<file path="src/rtl/led_panel_rx.sv">
// HUB75 panel emulator: oversamples the panel pins, rebuilds each latched row and
// streams it out as pixel writes, reporting per-row unblanked time and protocol errors.
module led_panel_rx #(
  parameter int COLS      = 64,
  parameter int ADDR_BITS = 5,
  parameter int ON_BITS   = 16,
  localparam int CB       = $clog2(COLS)
) (
  input  logic                 clk_i,
  input  logic                 reset_i,
  input  logic                 led_sclk_i,
  input  logic                 led_latch_i,
  input  logic                 led_blank_i,
  input  logic [ADDR_BITS-1:0] led_addr_i,
  input  logic [2:0]           led_rgb0_i,
  input  logic [2:0]           led_rgb1_i,
  output logic                 px_valid_o,
  input  logic                 px_ready_i,
  output logic [CB-1:0]        px_x_o,
  output logic [ADDR_BITS:0]   px_y_o,
  output logic [2:0]           px_rgb_o,
  output logic                 on_valid_o,
  output logic [ADDR_BITS-1:0] on_addr_o,
  output logic [ON_BITS-1:0]   on_cycles_o,
  output logic                 col_err_o,
  output logic                 overrun_o
);

  typedef enum logic [2:0] {
    IDLE  = 3'b001,
    DUMP0 = 3'b010,
    DUMP1 = 3'b100
  } state_t;

  localparam logic [CB:0]   COL_FULL = (CB+1)'(COLS);
  localparam logic [CB:0]   COL_MAX  = (CB+1)'(2*COLS-1);
  localparam logic [CB-1:0] X_LAST   = CB'(COLS-1);

  logic                 sclk_s1_q, sclk_s2_q, latch_s1_q, latch_s2_q, blank_s1_q;
  logic [ADDR_BITS-1:0] addr_s1_q;
  logic [2:0]           rgb0_s1_q, rgb1_s1_q;
  logic                 sclk_rise, latch_rise;

  logic [COLS-1:0][5:0] shift_q, shift_d, row_q, row_d;
  logic [CB:0]          col_cnt_q, col_cnt_d;
  logic [ADDR_BITS-1:0] addr_q, addr_d;
  logic [ON_BITS-1:0]   on_cnt_q, on_cnt_d;
  logic                 have_prev_q, have_prev_d;
  logic                 on_valid_q, on_valid_d;
  logic [ADDR_BITS-1:0] on_addr_q, on_addr_d;
  logic [ON_BITS-1:0]   on_cycles_q, on_cycles_d;
  logic                 col_err_q, col_err_d;
  logic                 overrun_q, overrun_d;

  state_t               state_q, state_d;
  logic [CB-1:0]        x_q, x_d;

  assign sclk_rise  = sclk_s1_q & ~sclk_s2_q;
  assign latch_rise = latch_s1_q & ~latch_s2_q;

  assign on_valid_o  = on_valid_q;
  assign on_addr_o   = on_addr_q;
  assign on_cycles_o = on_cycles_q;
  assign col_err_o   = col_err_q;
  assign overrun_o   = overrun_q;

  always_ff @(posedge clk_i) begin
    if (reset_i) begin
      sclk_s1_q  <= 1'b0;
      sclk_s2_q  <= 1'b0;
      latch_s1_q <= 1'b0;
      latch_s2_q <= 1'b0;
      blank_s1_q <= 1'b0;
      addr_s1_q  <= '0;
      rgb0_s1_q  <= '0;
      rgb1_s1_q  <= '0;
    end else begin
      sclk_s1_q  <= led_sclk_i;
      sclk_s2_q  <= sclk_s1_q;
      latch_s1_q <= led_latch_i;
      latch_s2_q <= latch_s1_q;
      blank_s1_q <= led_blank_i;
      addr_s1_q  <= led_addr_i;
      rgb0_s1_q  <= led_rgb0_i;
      rgb1_s1_q  <= led_rgb1_i;
    end
  end

  always_comb begin
    shift_d     = shift_q;
    col_cnt_d   = col_cnt_q;
    row_d       = row_q;
    addr_d      = addr_q;
    on_cnt_d    = on_cnt_q;
    have_prev_d = have_prev_q;
    on_valid_d  = 1'b0;
    on_addr_d   = '0;
    on_cycles_d = '0;
    col_err_d   = 1'b0;
    overrun_d   = 1'b0;

    // Newest column enters at the top so the first-shifted one ends at x = 0.
    if (sclk_rise) begin
      shift_d = {{rgb1_s1_q, rgb0_s1_q}, shift_q[COLS-1:1]};
      if (col_cnt_q != COL_MAX) col_cnt_d = col_cnt_q + 1'b1;
    end

    if (!blank_s1_q && (on_cnt_q != '1)) on_cnt_d = on_cnt_q + 1'b1;

    // Uses the post-shift view so a coincident SCLK edge belongs to this row.
    if (latch_rise) begin
      col_err_d = (col_cnt_d != COL_FULL);
      col_cnt_d = '0;
      if (state_q != IDLE) begin
        overrun_d = 1'b1;
      end else begin
        row_d       = shift_d;
        addr_d      = addr_s1_q;
        on_cnt_d    = '0;
        have_prev_d = 1'b1;
        if (have_prev_q) begin
          on_valid_d  = 1'b1;
          on_addr_d   = addr_q;
          on_cycles_d = on_cnt_q;
        end
      end
    end
  end

  always_ff @(posedge clk_i) begin
    if (reset_i) begin
      shift_q     <= '0;
      col_cnt_q   <= '0;
      row_q       <= '0;
      addr_q      <= '0;
      on_cnt_q    <= '0;
      have_prev_q <= 1'b0;
      on_valid_q  <= 1'b0;
      on_addr_q   <= '0;
      on_cycles_q <= '0;
      col_err_q   <= 1'b0;
      overrun_q   <= 1'b0;
    end else begin
      shift_q     <= shift_d;
      col_cnt_q   <= col_cnt_d;
      row_q       <= row_d;
      addr_q      <= addr_d;
      on_cnt_q    <= on_cnt_d;
      have_prev_q <= have_prev_d;
      on_valid_q  <= on_valid_d;
      on_addr_q   <= on_addr_d;
      on_cycles_q <= on_cycles_d;
      col_err_q   <= col_err_d;
      overrun_q   <= overrun_d;
    end
  end

  always_ff @(posedge clk_i) begin
    if (reset_i) begin
      state_q <= IDLE;
      x_q     <= '0;
    end else begin
      state_q <= state_d;
      x_q     <= x_d;
    end
  end

  always_comb begin
    state_d    = state_q;
    x_d        = x_q;
    px_valid_o = 1'b0;
    px_x_o     = '0;
    px_y_o     = '0;
    px_rgb_o   = '0;
    case (state_q)
      IDLE: begin
        if (latch_rise) begin
          state_d = DUMP0;
          x_d     = '0;
        end
      end
      DUMP0: begin
        px_valid_o = 1'b1;
        px_x_o     = x_q;
        px_y_o     = {1'b0, addr_q};
        px_rgb_o   = row_q[x_q][2:0];
        if (px_ready_i) begin
          if (x_q == X_LAST) begin
            state_d = DUMP1;
            x_d     = '0;
          end else begin
            x_d = x_q + 1'b1;
          end
        end
      end
      DUMP1: begin
        px_valid_o = 1'b1;
        px_x_o     = x_q;
        px_y_o     = {1'b1, addr_q};
        px_rgb_o   = row_q[x_q][5:3];
        if (px_ready_i) begin
          if (x_q == X_LAST) begin
            state_d = IDLE;
            x_d     = '0;
          end else begin
            x_d = x_q + 1'b1;
          end
        end
      end
      default: begin
        state_d = IDLE;
        x_d     = '0;
      end
    endcase
  end

endmodule
</file>
<file path="config.mk">
export PLATFORM = sky130hd
export DESIGN_NAME = led_panel_rx
export DESIGN_NICKNAME = d
export VERILOG_FILES = /design/src/rtl/led_panel_rx.sv
export SDC_FILE = /design/constraint.sdc
export NUM_CORES = 1
export LEC_CHECK = 0
export CORE_MARGIN = 2
export CORE_UTILIZATION = 62
export DETAILED_ROUTE_END_ITERATION = 7
export HOLD_SLACK_MARGIN = 0.08
export PLACE_DENSITY = 0.86
export SYNTH_ARGS = -nofsm -noshare
export SYNTH_HDL_FRONTEND = slang
export SYNTH_SLANG_ARGS = --single-unit
</file>
<file path="constraint.sdc">
create_clock -name clk_i -period 2.8 [get_ports clk_i]
set_input_delay 0.42 -clock clk_i [delete_from_list [all_inputs] [get_ports clk_i]]
set_output_delay 0.42 -clock clk_i [all_outputs]
set_load 0.005 [all_outputs]
</file>
==> run metrics <==
CTS H-tree lvls=3; Buffers on Ports=56; Post-Syn Nets=3132; critical path peak fanout=6; GP Congestion=0.861; PD cells=717 mW/mm^2; Yosys Warn Count=0; Worst Tran Pin Value=794 ps; Logic pwr share=8.2%; DRT iter0 DRCs=2044; maxcap violations=0; setup violators final=3; global-route wire length before repair=121000 um; RSZ-0062 raised after global routing=true; Sw Share=23.0%; number of library cell types mapped by synthesis=60; most common cell after layout, fill and taps aside=dfxtp_1; P_leak=15.3 nW; ANT cells=0; Hold Crit Class=input port to flip-flop; Root Driver=clkbuf_16; NetSw=0.00610 W; Synth Instances=3112; clock buffer count from CTS=80; Rows=83; initial antenna violation count=0; via count=23600; Placed Area=0.0337 sq mm; GRT Total Usage=27.6%; filler instances=3171; asr flop ratio synth=0%; skew final=17.5 ps; die footprint=0.0538 sq mm; multi-input gate area in the final layout=0.0142 sq mm; TritonRoute pass-1 iters=5; worst skew pair latency=620 ps; GRT Residual Overflow=0; routed length per instance=19.5 um; crit share post-route=121%; endpoint class of the critical path=output pin; number of synthesized register bits=846; TritonCTS clock tree=yes; CTS sink count=846; ANT nets after route=0; fmax=0.295 GHz; clock transition at the registers of the reported paths=70 ps; Cell Area, Synth=0.0322 sq mm; cell total after placement=3706; Max VDD drop=0.555 mV; Min Hold Slack=189 ps; post-layout min period=3390 ps; DR vias/cell=6.10; most frequent cells in the layout=dfxtp_1 (841), nor2_1 (811), mux2i_1 (439); Clk pwr share=43.6%; ys flop type=dfxtp_1; Seq/Total Area, Yosys=52.6%; chip height=232 um; Seq pwr share=48.2%; Post-Route WL=75500 um; Util after Layout=72.2%; P&R area growth vs syn=15.0%; Top Usage Layer GRT=met2; crit path DAT=2970 ps; Final Cell Area=0.0370 sq mm; Internal Power=0.0205 W; # DRC=0; Die Span X=232 um; DP Wirelength=45700 um; number of synthesized flops with an enable pin=0; vias in the first global route=24000; FF/Latch Area=0.0170 sq mm; grt met1 use=33.7%; failing checks=setup timing; clk buf depth=3; ratio of cells with drive above 1 in the final layout=12.2%; GR Util met2=48.0%; CP required=2380 ps; Final nets=3149; Startpoint Class=flip-flop; final-report hold violation count=0; Post-Layout Cell Count=3875; M3 GR Usage=5.11%; fin. max-slew vios=0; Max-slew headroom=47.1%; setup ws final=-592 ps; I/O pin cnt=57; critical path class=flip-flop to output pin; Initial Util=62.8%; maximum number of pins on one net before global-route repair=178; status=finished with violations; Synth Area per Inst=10.3 sq um; Core Region=0.0513 sq mm
what timing repair did:
| action | CTS | global route |
|---|---|---|
| buffers inserted | 19 | 3 |
| endpoints found under the setup margin | 13 | 12 |
| cloned | 0 | 0 |
| gates resized for setup | 62 | 23 |
| pin swaps | 20 | 15 |
| hold buffers | 0 | 0 |
stage by stage:
stage | setup slack, ps | TNS [ps] | power, W
global placement | -466 | -1150 | 0.0149
global route | -624 | -1730 | 0.0273
floorplan | 590 | 0 | 0.0145
CTS | -565 | -1550 | 0.0266
finish | -592 | -1550 | 0.0266
detailed placement | -459 | -1250 | 0.0150
path summary, 6_finish.rpt:
| path | from | end | slack [ps] | cells past startpoint |
|---|---|---|---|---|
| min | reset_i | shift_q[80]$_SDFF_PP0_ | 190 | 2 |
| min reg2reg | addr_s1_q[3]$_SDFF_PP0_ | addr_q[3]$_SDFFE_PP0P_ | 440 | 2 |
| max | x_q[0]$_SDFFE_PP0P_ | px_rgb_o[0] | -590 | 8 |
| max reg2reg | latch_s2_q$_SDFF_PP0_ | row_q[383]$_SDFFE_PP0P_ | 280 | 6 |
critical path, cell delays in order (launching register included):
cell       delay, ps
dfxtp_4          450
buf_12           160
buf_12           110
mux4_1           540
a22o_1           230
a2111oi_4        190
a211o_1          210
nand4_1          230
buf_2            210
final cells by class:
cell class | count | share of cell area [%]
repair buffers | 199 | 5.84
multi-input cells | 1995 | 38.2
clock buffers | 126 | 6.86
well taps | 680 | 2.30
inverters | 7 | 0.0777
clock inverters | 22 | 0.889
flip-flops and latches | 846 | 45.8
kinds of logic (layout without fill, tap and decap cells):
logic type | count (synthesis) | in the layout | share of synthesized area, %
AO/OA/AOI/OAI | 498 | 498 | 11.6
XOR/XNOR | 23 | 23 | 0.626
adder cells (fa/ha/maj) | 3 | 3 | 0.117
buffers and inverters | 271 | 354 | 3.99
flip-flops | 846 | 846 | 52.6
multiplexers | 521 | 521 | 19.0
AND/OR/NAND/NOR | 950 | 950 | 12.0
registers in the layout, indices dropped and copies added, names as in the netlist, 5 cells and up:
signal,flops
addr_q,5
addr_s1_q,5
col_cnt_q,7
on_addr_o,5
on_cnt_q,16
on_cycles_o,16
row_q,384
shift_q,384
x_q,6
cells in the mapped netlist (3+ instances only):
library cell / n / area [sq um]
o211ai_1: 3 / 22.5
dfxtp_1: 846 / 16900
o22ai_1: 7 / 43.8
nor3b_1: 3 / 22.5
nand2b_1: 11 / 68.8
buf_2: 96 / 480
a221oi_1: 8 / 70.1
a211oi_1: 388 / 2910
a21oi_1: 16 / 80.1
mux2_1: 4 / 45.0
ha_1: 3 / 37.5
a22o_1: 5 / 43.8
mux4_2: 60 / 1350
nand4_1: 12 / 75.1
buf_4: 6 / 45.0
clkbuf_1: 132 / 495
xor2_1: 12 / 105
mux2_2: 7 / 78.8
nor3_1: 4 / 20.0
xnor2_1: 11 / 96.3
o21ai_0: 5 / 25.0
a21o_1: 3 / 22.5
o2111ai_1: 4 / 35.0
nand2_1: 24 / 90.1
buf_6: 11 / 124
nor2b_1: 24 / 150
o221ai_1: 13 / 114
inv_1: 5 / 18.8
nor2_1: 812 / 3050
a2111oi_2: 3 / 45.0
and3_1: 8 / 50.1
a211o_1: 9 / 78.8
a22oi_1: 11 / 82.6
mux4_1: 9 / 236
a31oi_1: 5 / 31.3
nand3_1: 8 / 40.0
a2111oi_0: 4 / 35.0
and2_1: 31 / 194
buf_1: 16 / 60.1
o21ai_1: 7 / 35.0
mux2i_1: 441 / 4410
metal layers:
metal	part of all wire, %	vias up
met5	0	-
met2	50	797
met4	3.8	0
li1	-	11100
met1	41	11600
met3	5.6	228
power by group through the flow:
stage	Sequential [W]	Clock, W	Combinational (W)
after CTS	0.0128	0.0116	0.00214
after global routing	0.0128	0.0121	0.00237
after floorplan	0.0129	0	0.00162
after detailed placement	0.0130	0	0.00199
after global placement	0.0130	0	0.00189
final	0.0128	0.0116	0.00218
Note: power is estimated with default switching activity, not from simulation.
